File: src/rtl/or1200_except_ctrl_p.sv
// -----------------------------------------------------------------------------
// or1200_except_ctrl_p
// Parametrised exception controller. It arbitrates NUM_SRC level triggers by
// fixed priority, where the higher index wins. On acceptance it captures
// EPCR, then sequences a pipeline flush:
//   IDLE -> FLU1 -> FLU2 -> DRAIN x (FLUSH_DEPTH-3) -> FINAL -> IDLE
// Triggers that arrive while the flush is running are held in a sticky
// pending register. They are serviced once the FSM is back in IDLE.
//
// Ports
//   clk, rst                  clock (rising edge), async active-high reset
//   except_trig[NUM_SRC]      raw exception triggers (level)
//   src_mask[NUM_SRC]         per-source arbitration enable
//   pc_we                     SPR PC write; starts a flush with no exception
//   icpu_ack_i, icpu_err_i    instruction bus ack / error
//   genpc_freeze, if_stall,   pipeline freeze / stall status
//   id_freeze, ex_dslot
//   id_pc/ex_pc/dl_pc/wb_pc   stage PCs used as EPCR candidates
//   except_flushpipe          combinational flush request
//   except_start              one-cycle pulse when an exception is accepted
//   except_type               winner index + 1 (0 = none)
//   epcr                      exception PC register
//   pend                      sticky pending triggers
//   state                     0 IDLE, 1 FLU1, 2 FLU2, 3 DRAIN, 4 FINAL
// -----------------------------------------------------------------------------
module or1200_except_ctrl_p #(
  parameter int                   NUM_SRC     = 14,
  parameter int                   FLUSH_DEPTH = 5,
  parameter int                   PC_W        = 32,
  parameter int                   TRAP_IDX    = 8,
  parameter logic [2*NUM_SRC-1:0] PC_SEL      = {NUM_SRC{2'd1}},
  parameter logic [NUM_SRC-1:0]   PEND_EN     = {NUM_SRC{1'b1}},
  parameter int                   TYPE_W      = $clog2(NUM_SRC+1)
) (
  input  logic              clk,
  input  logic              rst,
  input  logic [NUM_SRC-1:0] except_trig,
  input  logic [NUM_SRC-1:0] src_mask,
  input  logic              pc_we,
  input  logic              icpu_ack_i,
  input  logic              icpu_err_i,
  input  logic              genpc_freeze,
  input  logic              if_stall,
  input  logic              id_freeze,
  input  logic              ex_dslot,
  input  logic [PC_W-1:0]   id_pc,
  input  logic [PC_W-1:0]   ex_pc,
  input  logic [PC_W-1:0]   dl_pc,
  input  logic [PC_W-1:0]   wb_pc,
  output logic              except_flushpipe,
  output logic              except_start,
  output logic [TYPE_W-1:0] except_type,
  output logic [PC_W-1:0]   epcr,
  output logic [NUM_SRC-1:0] pend,
  output logic [2:0]        state
);

  localparam logic [2:0] S_IDLE  = 3'd0;
  localparam logic [2:0] S_FLU1  = 3'd1;
  localparam logic [2:0] S_FLU2  = 3'd2;
  localparam logic [2:0] S_DRAIN = 3'd3;
  localparam logic [2:0] S_FINAL = 3'd4;

  localparam int CNT_W = $clog2(FLUSH_DEPTH);

  logic [2:0]         state_next;
  logic [TYPE_W-1:0]  type_next;
  logic [PC_W-1:0]    epcr_next;
  logic [NUM_SRC-1:0] pend_next;
  logic               start_next;
  logic [CNT_W-1:0]   cnt, cnt_next;

  logic [NUM_SRC-1:0] req;
  logic               any_req;
  logic [TYPE_W-1:0]  win_idx;
  logic [1:0]         win_sel;
  logic [NUM_SRC-1:0] win_onehot;
  logic [PC_W-1:0]    sel_pc;

  // Pending entries compete with live triggers. Masked ones stay parked.
  assign req     = (except_trig | pend) & src_mask;
  assign any_req = |req;

  // Fixed priority: the ascending scan lets the highest set index win.
  always_comb begin
    win_idx = '0;
    win_sel = 2'd0;
    for (int i = 0; i < NUM_SRC; i++) begin
      if (req[i]) begin
        win_idx = TYPE_W'(i);
        win_sel = PC_SEL[2*i +: 2];
      end
    end
    win_onehot = NUM_SRC'(1) << win_idx;
  end

  always_comb begin
    case (win_sel)
      2'd0:    sel_pc = id_pc;
      2'd1:    sel_pc = ex_pc;
      2'd2:    sel_pc = dl_pc;
      default: sel_pc = wb_pc;
    endcase
  end

  // State register
  always_ff @(posedge clk or posedge rst) begin
    if (rst) state <= S_IDLE;
    else     state <= state_next;
  end

  // Next-state and datapath next values
  always_comb begin
    state_next = state;
    type_next  = except_type;
    epcr_next  = epcr;
    pend_next  = pend;
    start_next = 1'b0;
    cnt_next   = cnt;

    // Outside IDLE every enabled trigger is parked, even if it is masked.
    if (state != S_IDLE)
      pend_next = pend | (except_trig & PEND_EN);

    case (state)
      S_IDLE: begin
        if (any_req) begin
          type_next  = win_idx + TYPE_W'(1);
          // A delay-slot instruction must restart at its branch, already in WB.
          epcr_next  = ex_dslot ? wb_pc : sel_pc;
          // Losers are kept for later. The winner's own pend bit is cleared,
          // so a live trigger and its pend bit are serviced only once.
          pend_next  = (pend | (req & PEND_EN)) & ~win_onehot;
          start_next = 1'b1;
          state_next = S_FLU1;
        end else if (pc_we) begin
          state_next = S_FLU1;
        end
      end
      S_FLU1: begin
        if (icpu_ack_i || icpu_err_i || genpc_freeze)
          state_next = S_FLU2;
      end
      S_FLU2: begin
        if (except_type == TYPE_W'(TRAP_IDX + 1)) begin
          state_next = S_IDLE;
          type_next  = '0;
        end else if (FLUSH_DEPTH == 3) begin
          state_next = S_FINAL;
        end else begin
          state_next = S_DRAIN;
          cnt_next   = CNT_W'(FLUSH_DEPTH - 3);
        end
      end
      S_DRAIN: begin
        // Leave on the edge where the counter reaches zero. With a load of
        // FLUSH_DEPTH-3 this gives exactly that many DRAIN cycles.
        cnt_next = cnt - CNT_W'(1);
        if (cnt <= CNT_W'(1))
          state_next = S_FINAL;
      end
      S_FINAL: begin
        if (!if_stall && !id_freeze) begin
          state_next = S_IDLE;
          type_next  = '0;
        end
      end
      default: begin
        state_next = S_IDLE;
        type_next  = '0;
      end
    endcase
  end

  // Datapath registers
  always_ff @(posedge clk or posedge rst) begin
    if (rst) begin
      except_type  <= '0;
      epcr         <= '0;
      pend         <= '0;
      except_start <= 1'b0;
      cnt          <= '0;
    end else begin
      except_type  <= type_next;
      epcr         <= epcr_next;
      pend         <= pend_next;
      except_start <= start_next;
      cnt          <= cnt_next;
    end
  end

  // Output logic. A request can only be taken from IDLE.
  always_comb begin
    except_flushpipe = (state == S_IDLE) && any_req;
  end

endmodule
File: config.mk
export PLATFORM = sky130hd
export DESIGN_NAME = or1200_except_ctrl_p
export DESIGN_NICKNAME = d
export VERILOG_FILES = /design/src/rtl/or1200_except_ctrl_p.sv
export SDC_FILE = /design/constraint.sdc
export NUM_CORES = 1
export LEC_CHECK = 0
export BUFFER_PORTS_ARGS = -buffer_cell sky130_fd_sc_hd__clkbuf_2
export CAP_MARGIN = 20
export CORE_MARGIN = 2
export CORE_UTILIZATION = 25
export CTS_CLUSTER_SIZE = 8
export DETAILED_ROUTE_END_ITERATION = 7
export PLACE_DENSITY = 0.5
export RECOVER_POWER = 50
export SYNTH_ARGS = -nofsm -noshare
export SYNTH_HDL_FRONTEND = slang
export SYNTH_SLANG_ARGS = --single-unit
File: constraint.sdc
create_clock -name clk -period 4.73 [get_ports clk]
set_clock_uncertainty 0.05 [all_clocks]
set_input_delay 0.473 -clock clk [delete_from_list [all_inputs] [get_ports clk]]
set_output_delay 0.473 -clock clk [all_outputs]
set_load 0.05 [all_outputs]
* Yosys cells after proc, flatten, opt, wreduce, memory -nomap -nowiden
Cells that the tools add are included.
Widths: inputs -> output; s select.
** Storage, ports and cells
- Register bits :: 57
- Bits of input ports :: 165
** Cells by class
- Reduce and logical (&&, ||, !) cells :: 16
- Equality and inequality tests :: 14
- $add $sub $neg :: 2
- Magnitude comparators :: 1
- Bitwise operators :: 6
- Shift operators :: 1
- Multiplexer cells :: 47
** Operators by type and width (number)
- $pmux 32 s3 :: 1
- $mux 4 :: 14
- $mux 14 :: 3
- $mux 32 :: 1
- $and 14x14->14 :: 2
- $mux 2 :: 14
- $or 14x14->14 :: 2
- $mux 3 :: 6
- $pmux 4 s4 :: 1
- $pmux 3 s5 :: 1
- $not 14->14 :: 1
- $reduce_or 14->1 :: 1
- $shl 1x4->14 const A :: 1
- $ne 2x2->1 const B :: 6
- $reduce_and 4->1 :: 2
- $eq 3x2->1 const B :: 2
- $pmux 3 s2 :: 1
- $mux 1 :: 5
- $add 4x1->4 const B :: 1
- $eq 4x4->1 const B :: 1
- $reduce_and 2->1 :: 2
- $eq 3x1->1 const B :: 1
- $eq 3x3->1 const B :: 1
- $le 3x1->1 const B :: 1
- other kinds (13) :: 16

* Longest topological paths before layout
Gate-level depths: netlist (run 1).
- Depth after elaboration :: 20
- Gate-level depth with buffers :: 8
- Gate-level depth less buffers :: 8

* Worst setup path before layout (run 1)
Ideal clock, no wire load.
- Kind :: flip-flop to output port
- Start point :: reg pend[11]
- End point :: out except_flushpipe
- Data required time :: 4.207 ns
- Cell stages (with the launch flop) :: 8
- Setup slack :: 2.420 ns
- Arrival :: 1.787 ns
- Cell sequence :: dfrtp_1 o21ai_2 nand4_2 or2_0 buf_2 o21ai_2 inv_2 buf_6
** On the way
- Longest elaborated chain between the ends :: 4
** Ends and longest elaborated chain
- start, declared :: line 54 : output logic [NUM_SRC-1:0] pend,
- start signal, assigned :: line 186 : pend <= pend_next;
- $or 14x14->14 :: line 81 : assign req = (except_trig | pend) & src_mask;
- $and 14x14->14 :: line 81
- $reduce_or 14->1 :: line 82 : assign any_req = |req;
- $logic_and 1x1->1 :: line 194 : except_flushpipe = (state == S_IDLE) && any_req;
- end, declared :: line 50 : output logic except_flushpipe,
No other way between the ends.

==> summary.md, run 1 <==
| Metric | Value |
|---|---|
| Status | complete, but fails checks |
| Violated checks | capacitance limit, slew limit |
| Post-synthesis instance total | ~280 |
| Core area | 12600 µm² |
| CP Capture Type | async pin |
| Slew HR | -117% |
| Vias in the first global route | 2882 |
| Least-Margin Pin Slew | between 3000 and 4000 ps |
| Kind of critical path | input pin to async pin |
| Achievable frequency | 0.307 GHz |
| Primary FF master, synth | dfrtp_1 |
| Port bufs | 155 |
| Max cap viols | 1 |
| Area of placed instances | ~4200 µm² |
| Hold buffer count at cts | 0 |
| Final setup TNS | 0 ps |
| Clock-pin slew on the worst setup and hold paths | 50 ps |
| Vias | 2815 |
| Share of post-route cells with drive strength above 1 | 49.7% |
| Hold_ws | 325 ps |
| Clock root buffer | clkbuf_16 |
| DRC | 0 |
| Final Cell Area | 4440 µm² |
| Cells after DPL | 597 |
| Finished Layout Cells | 613 |
| Routed len/inst | 15.9 µm |
| Postcts setup bufs | 0 |
| Area growth syn-to-layout | 37.6% |
| Post-CTS resize count | 0 |
| Cell area after technology mapping | 3230 µm² |
| Final #Nets | 609 |
| Drt via density | 4.59 |
| RSZ-0062 raised after global routing | false |
| DP Worst Slack | 1600 ps |
| Largest net degree at the start of global routing | between 50 and 60 |
| Final min period | 3260 ps |
| Fin crit share | 68.9% |
| Gr usage total | between 10% and 20% |
| Die area | between 10000 and 15000 µm² |
| Total Power | 3.11 mW |
| Initial antenna violation count | 0 |
| Gr ovfl total | 0 |
| Syn Nets | 452 |
| Die Wd | 118 µm |
| Sink Count | 57 |
| Critical Path Fanout Max | 57 |
| Final setup fails | 0 |
| Final WS setup | about 1500 ps |
| Post-DRT Antenna Nets | 0 |
| First drt pass iteration count | 4 |
| Num CTS Buffers | 9 |
| Iter 0 DRT Violations | 93 |
| Final Hold Vio Count | 0 |
| Post-layout util | 35.2% |
| H-Tree Depth | 3 |
| Synth warn | 0 |
| IO Pins | 220 |
| Hold Path Class | input pin to flip-flop |
| #FFs+latches synth | 57 |
| Pleak | 2.07 nW |
| Synthesized area per cell | 11.6 µm² |
| Number of synthesized flops with an enable pin | 0 |
| Initial Util | 25.6% |
| Ant diodes | 0 |
| Pwr Density | 699 nW/µm² |
| Synth unique cells | 45 |
| Clock Latency Late Sink | 330 ps |
| Gpl congestion | ~0.8 |
| Critical Path RT | 4380 ps |
| Row cnt | around 40 |
| First-pass GRT wire length | 15600 µm |
| CP startpoint kind | input pin |
| Hpwl dp | 7320 µm |
| Max-slew violations | 58 |
| CTS tree | yes |
| CP Data Arrival Time | just under 3000 ps |
| Maximum VDD drop | 0.221 mV |
| Number of fill cells in the layout | 1339 |
| Die Y | between 100 and 150 µm |
| Clock Tree Buf Depth | 2 |
| Post-synthesis sequential area ratio | approximately 44% |
| Total Routed Length | 9740 µm |
| Ys async rst share | between 90% and 100% |
[power breakdown]
group	leakage (nW)	total (mW)	switching [mW]	internal, mW
logic	1.28	1.60	1.09	0.509
registers	0.635	0.828	0.139	0.689
clock network	0.153	0.678	0.228	0.450
[sequential cells by signal (all words and copies together), names as in the netlist]
signal and count:
cnt 3, state 3, except_start 1, epcr 32
pend 14, except_type 4
[kinds of logic (layout without fill, tap and decap cells)]
| kind of cell | Yosys count | after routing | share of synthesized area, % |
|---|---|---|---|
| compound gates | 77 | 77 | 16.1 |
| mux | 64 | 64 | 25.3 |
| flops | 57 | 57 | 44.2 |
| simple gates | 45 | 45 | 7.28 |
| buf+inv | 28 | 190 | 3.99 |
| fa+ha+maj | 8 | 8 | 3.10 |
[worst max-delay path, stage by stage]
cell and delay (ps):
clkbuf_2 80, inv_1 40, clkbuf_1 2280
[cell usage after synthesis, types with 6 or more instances]
cell	number	area share, %
dfrtp_1	57	44
mux2_2	38	13
mux2_4	26	12
inv_1	16	1.9
a21oi_1	15	2.3
nand2_1	13	1.5
nor2_1	12	1.4
o21a_1	11	2.6
o21ai_0	11	1.7
ha_1	8	3.1
clkbuf_1	7	0.81
o21ai_1	6	0.93
[worst paths after layout]
| kind | from | end | slack [ps] | cells past startpoint |
|---|---|---|---|---|
| worst max-delay path | rst | epcr[2] | 1470 | 3 |
| worst min-delay path | src_mask[5] | pend[5] | 330 | 3 |
| worst max register to register | pend[12] | epcr[30] | 1860 | 7 |
| worst min register to register | cnt[2] | cnt[2] | 450 | 1 |
| max in group clk | pend[12] | except_flushpipe | 1490 | 6 |
| min in group asynchronous | rst | pend[1] | 1310 | 3 |
[area by class of cell]
cell class | instances | area, µm² | area share [%]
multi-input combinational | 194 | 1670 | 37.7
sequential | 57 | 1430 | 32.1
timing repair buffer | 157 | 756 | 17.0
clock buffer | 14 | 274 | 6.17
tap | 172 | 215 | 4.84
inverter | 17 | 63.8 | 1.44
clock inverter | 2 | 35.0 | 0.788
[layer usage]
layer | share of wire, % | track usage (%) | up-vias
met3 | 6.6 | 5.57 | 6
met5 | 0 | 0 | -
met4 | 1.2 | 4.37 | 0
met2 | 46 | 22.5 | 104
li1 | - | - | 1342
met1 | 47 | 19.0 | 1363
[layout by cell type (no fill, tap or decap), types with 2 or more instances in the layout]
cell type / n
clkbuf_16: 9
o21a_1: 11
a32oi_1: 5
o31ai_1: 2
inv_1: 16
a22oi_1: 3
ha_1: 8
nand2_1: 13
a31oi_1: 2
and3_1: 2
o21ai_1: 6
o21ai_0: 11
mux2_4: 26
clkbuf_8: 3
o21ai_2: 4
clkbuf_1: 28
nor2_1: 12
mux2_2: 38
clkbuf_2: 130
dfrtp_1: 57
o211ai_1: 5
nand3_1: 3
nor3_1: 4
o22ai_1: 4
a21oi_1: 15
No activity file was read; power rests on OpenSTA's default activity.
==> run 2: changes to the inputs <==
==> constraint.sdc (replaced) <==
create_clock -name clk -period 3.3 [get_ports clk]
set_clock_uncertainty 0.05 [all_clocks]
set_input_delay 0.33 -clock clk [delete_from_list [all_inputs] [get_ports clk]]
set_output_delay 0.33 -clock clk [all_outputs]
set_load 0.05 [all_outputs]
==> run 2 against run 1 <==
Against the previous run:
- the flow still finishes with violations (capacitance limit, slew limit)
- final cell count grew 0.49%
- global-route usage shrank 0.54 points
- critical path type unchanged
- sequential power grew 43%
==> summary.md, run 2 (synthesis results as in run 1) <==
| Metric | Value |
|---|---|
| Status | complete, but fails checks |
| Violated checks | capacitance limit, slew limit |
| Largest register FFs | 32 |
| Post-CTS resize count | 0 |
| CP bufs+invs | 5 |
| Fin crit share | between 70% and 80% |
| Comb pwr share | 52.3% |
| Critical Path Max Stage Delay | ~1300 ps |
| Switch share | about 47% |
| IO Pins | 220 |
| DRC | 0 |
| CP top delay family | buffers and inverters |
| Most frequent cells in the layout | 117 x clkbuf_2, 57 x dfrtp_1, 39 x clkbuf_1 |
| Iter 0 DRT Violations | 90 |
| Critical Path RT | ~3800 ps |
| Area growth syn-to-layout | 38.4% |
| Final Cell Area | roughly 4500 µm² |
| Num CTS Buffers | 9 |
| Finished Layout Cells | 616 |
| Cells after DPL | about 600 |
| CP startpoint kind | input pin |
| Least-Margin Pin Slew | between 1500 and 2000 ps |
| Slowest cell on crit path | dlymetal6s4s_1 |
| Gr usage total | 14.1% |
| First-pass GRT wire length | 15400 µm |
| Largest regs | epcr x32, pend x14, except_type x4 |
| CP Data Arrival Time | 3040 ps |
| Hold Path Class | input pin to flip-flop |
| Final Hold Vio Count | 0 |
| Post-layout util | 35.4% |
| Max-slew violations | 35 |
| Flop pwr share | between 20% and 30% |
| Vias | 2844 |
| Slew HR | -5.58% |
| Maximum VDD drop | 0.345 mV |
| Clock-pin slew on the worst setup and hold paths | about 60 ps |
| Initial antenna violation count | 0 |
| Vias in the first global route | 2873 |
| Final min period | 2590 ps |
| Kind of critical path | input pin to async pin |
| Die Wd | 118 µm |
| Clock Tree Buf Depth | 2 |
| Commonest non-fill, non-tap cell in the layout | clkbuf_2 |
| Port bufs | 155 |
| Pleak | 2.07 nW |
| RSZ-0062 raised after global routing | false |
| Pwr Density | 989 nW/µm² |
| Hpwl dp | 7330 µm |
| Number of fill cells in the layout | 1328 |
| Critical Path Fanout Max | 34 |
| Max cap viols | 1 |
| Die Y | 118 µm |
| Share of post-route cells with drive strength above 1 | between 40% and 50% |
| Largest net degree at the start of global routing | 45 |
| CTS tree | yes |
| Gpl congestion | 0.774 |
| Clock root buffer | clkbuf_16 |
| H-Tree Depth | 3 |
| Final setup TNS | 0 ps |
| Area of placed instances | about 4200 µm² |
| Sink Count | 57 |
| Sw power | 2.08 mW |
| First drt pass iteration count | 4 |
| Core area | 12600 µm² |
| Post-DRT Antenna Nets | 0 |
| Drt via density | 4.62 |
| Ant diodes | 0 |
| Die area | 13800 µm² |
| Final #Nets | 613 |
| Total Routed Length | ~9600 µm |
| Routed len/inst | 15.6 µm |
| Clock Latency Late Sink | 320 ps |
| Part of the power in the clock network | 21.0% |
| Gr ovfl total | 0 |
| Final setup fails | 0 |
| Row cnt | between 40 and 50 |
| Initial Util | 25.6% |
| Largest register by flop count | epcr |
| CP cell instances | dlygate4sd3_1 -> clkbuf_2 -> inv_1 -> dlymetal6s4s_1 -> buf_4 |
| Internal power | 2.34 mW |
| Achievable frequency | 0.386 GHz |
| CP Capture Type | async pin |
run 2: cell types whose count changed in the layout (fill, tap and decap cells not counted), sizes merged:
cell,change
dlymetal6s4s,+1
clkinv,+1
clkbuf,-3
buf,+3
dlygate4sd3,+1
run 2: worst reg2reg max path, cell delays in order, from the launching register on:
cell and delay [ps]:
dfrtp_1 390, o21ai_1 230, and4_1 380, nand4_4 190, o21ai_2 240, inv_2 160, buf_12 230, mux2_4 330
run 2: layout make-up:
| type | count | area, µm² | share of cell area [%] |
|---|---|---|---|
| multi-input combinational | 194 | 1670 | 37.5 |
| clock inverter | 3 | 40.0 | 0.896 |
| timing repair buffer | 161 | 793 | 17.7 |
| tap | 172 | 215 | 4.82 |
| clock buffer | 12 | 256 | 5.74 |
| inverter | 17 | 63.8 | 1.43 |
| sequential | 57 | 1430 | 31.9 |
run 2: path summary, 6_finish.rpt:
kind                              from               end  slack, ps  cells past startpoint
max                                rst          state[1]        710                      5
min reg2reg                     cnt[2]            cnt[2]        430                      1
max reg2reg                    pend[5]           epcr[2]        990                      7
max in group clk               pend[5]  except_flushpipe        740                      6
min                        src_mask[5]           pend[5]        210                      3
min in group asynchronous          rst           pend[0]        490                      3
run 2: routing by layer:
| layer | GRT usage [%] | vias to the layer above | share of wire [%] |
|---|---|---|---|
| li1 | - | 1355 | - |
| met1 | 19.0 | 1389 | 48 |
| met2 | 21.9 | 93 | 46 |
| met3 | 3.88 | 7 | 5.5 |
| met4 | 4.22 | 0 | 1.0 |
| met5 | 0 | - | 0 |
run 2: power groups by stage:
stage	combinational, mW	clock (mW)	sequential, mW
2_1_floorplan	0.937	0	2.07
3_3_place_gp	2.37	0	1.18
3_5_place_dp	2.38	0	1.19
4_1_cts	2.39	0.958	1.18
5_1_grt	2.46	0.988	1.22
6_report	2.31	0.928	1.18
run 2: timing repair:
item,CTS,global route
hold buffers,0,1
endpoints found under the hold margin,0,10
setup buffers,0,0
run 2: through the flow:
step / hold slack (ps) / worst slack, ps / total power, mW
finish: 205 / 708 / 4.42
global route: 212 / 279 / 4.67
CTS: 195 / 703 / 4.53
detailed placement: 427 / 933 / 3.57
global placement: 428 / 939 / 3.55
floorplan: 395 / 1040 / 3.00
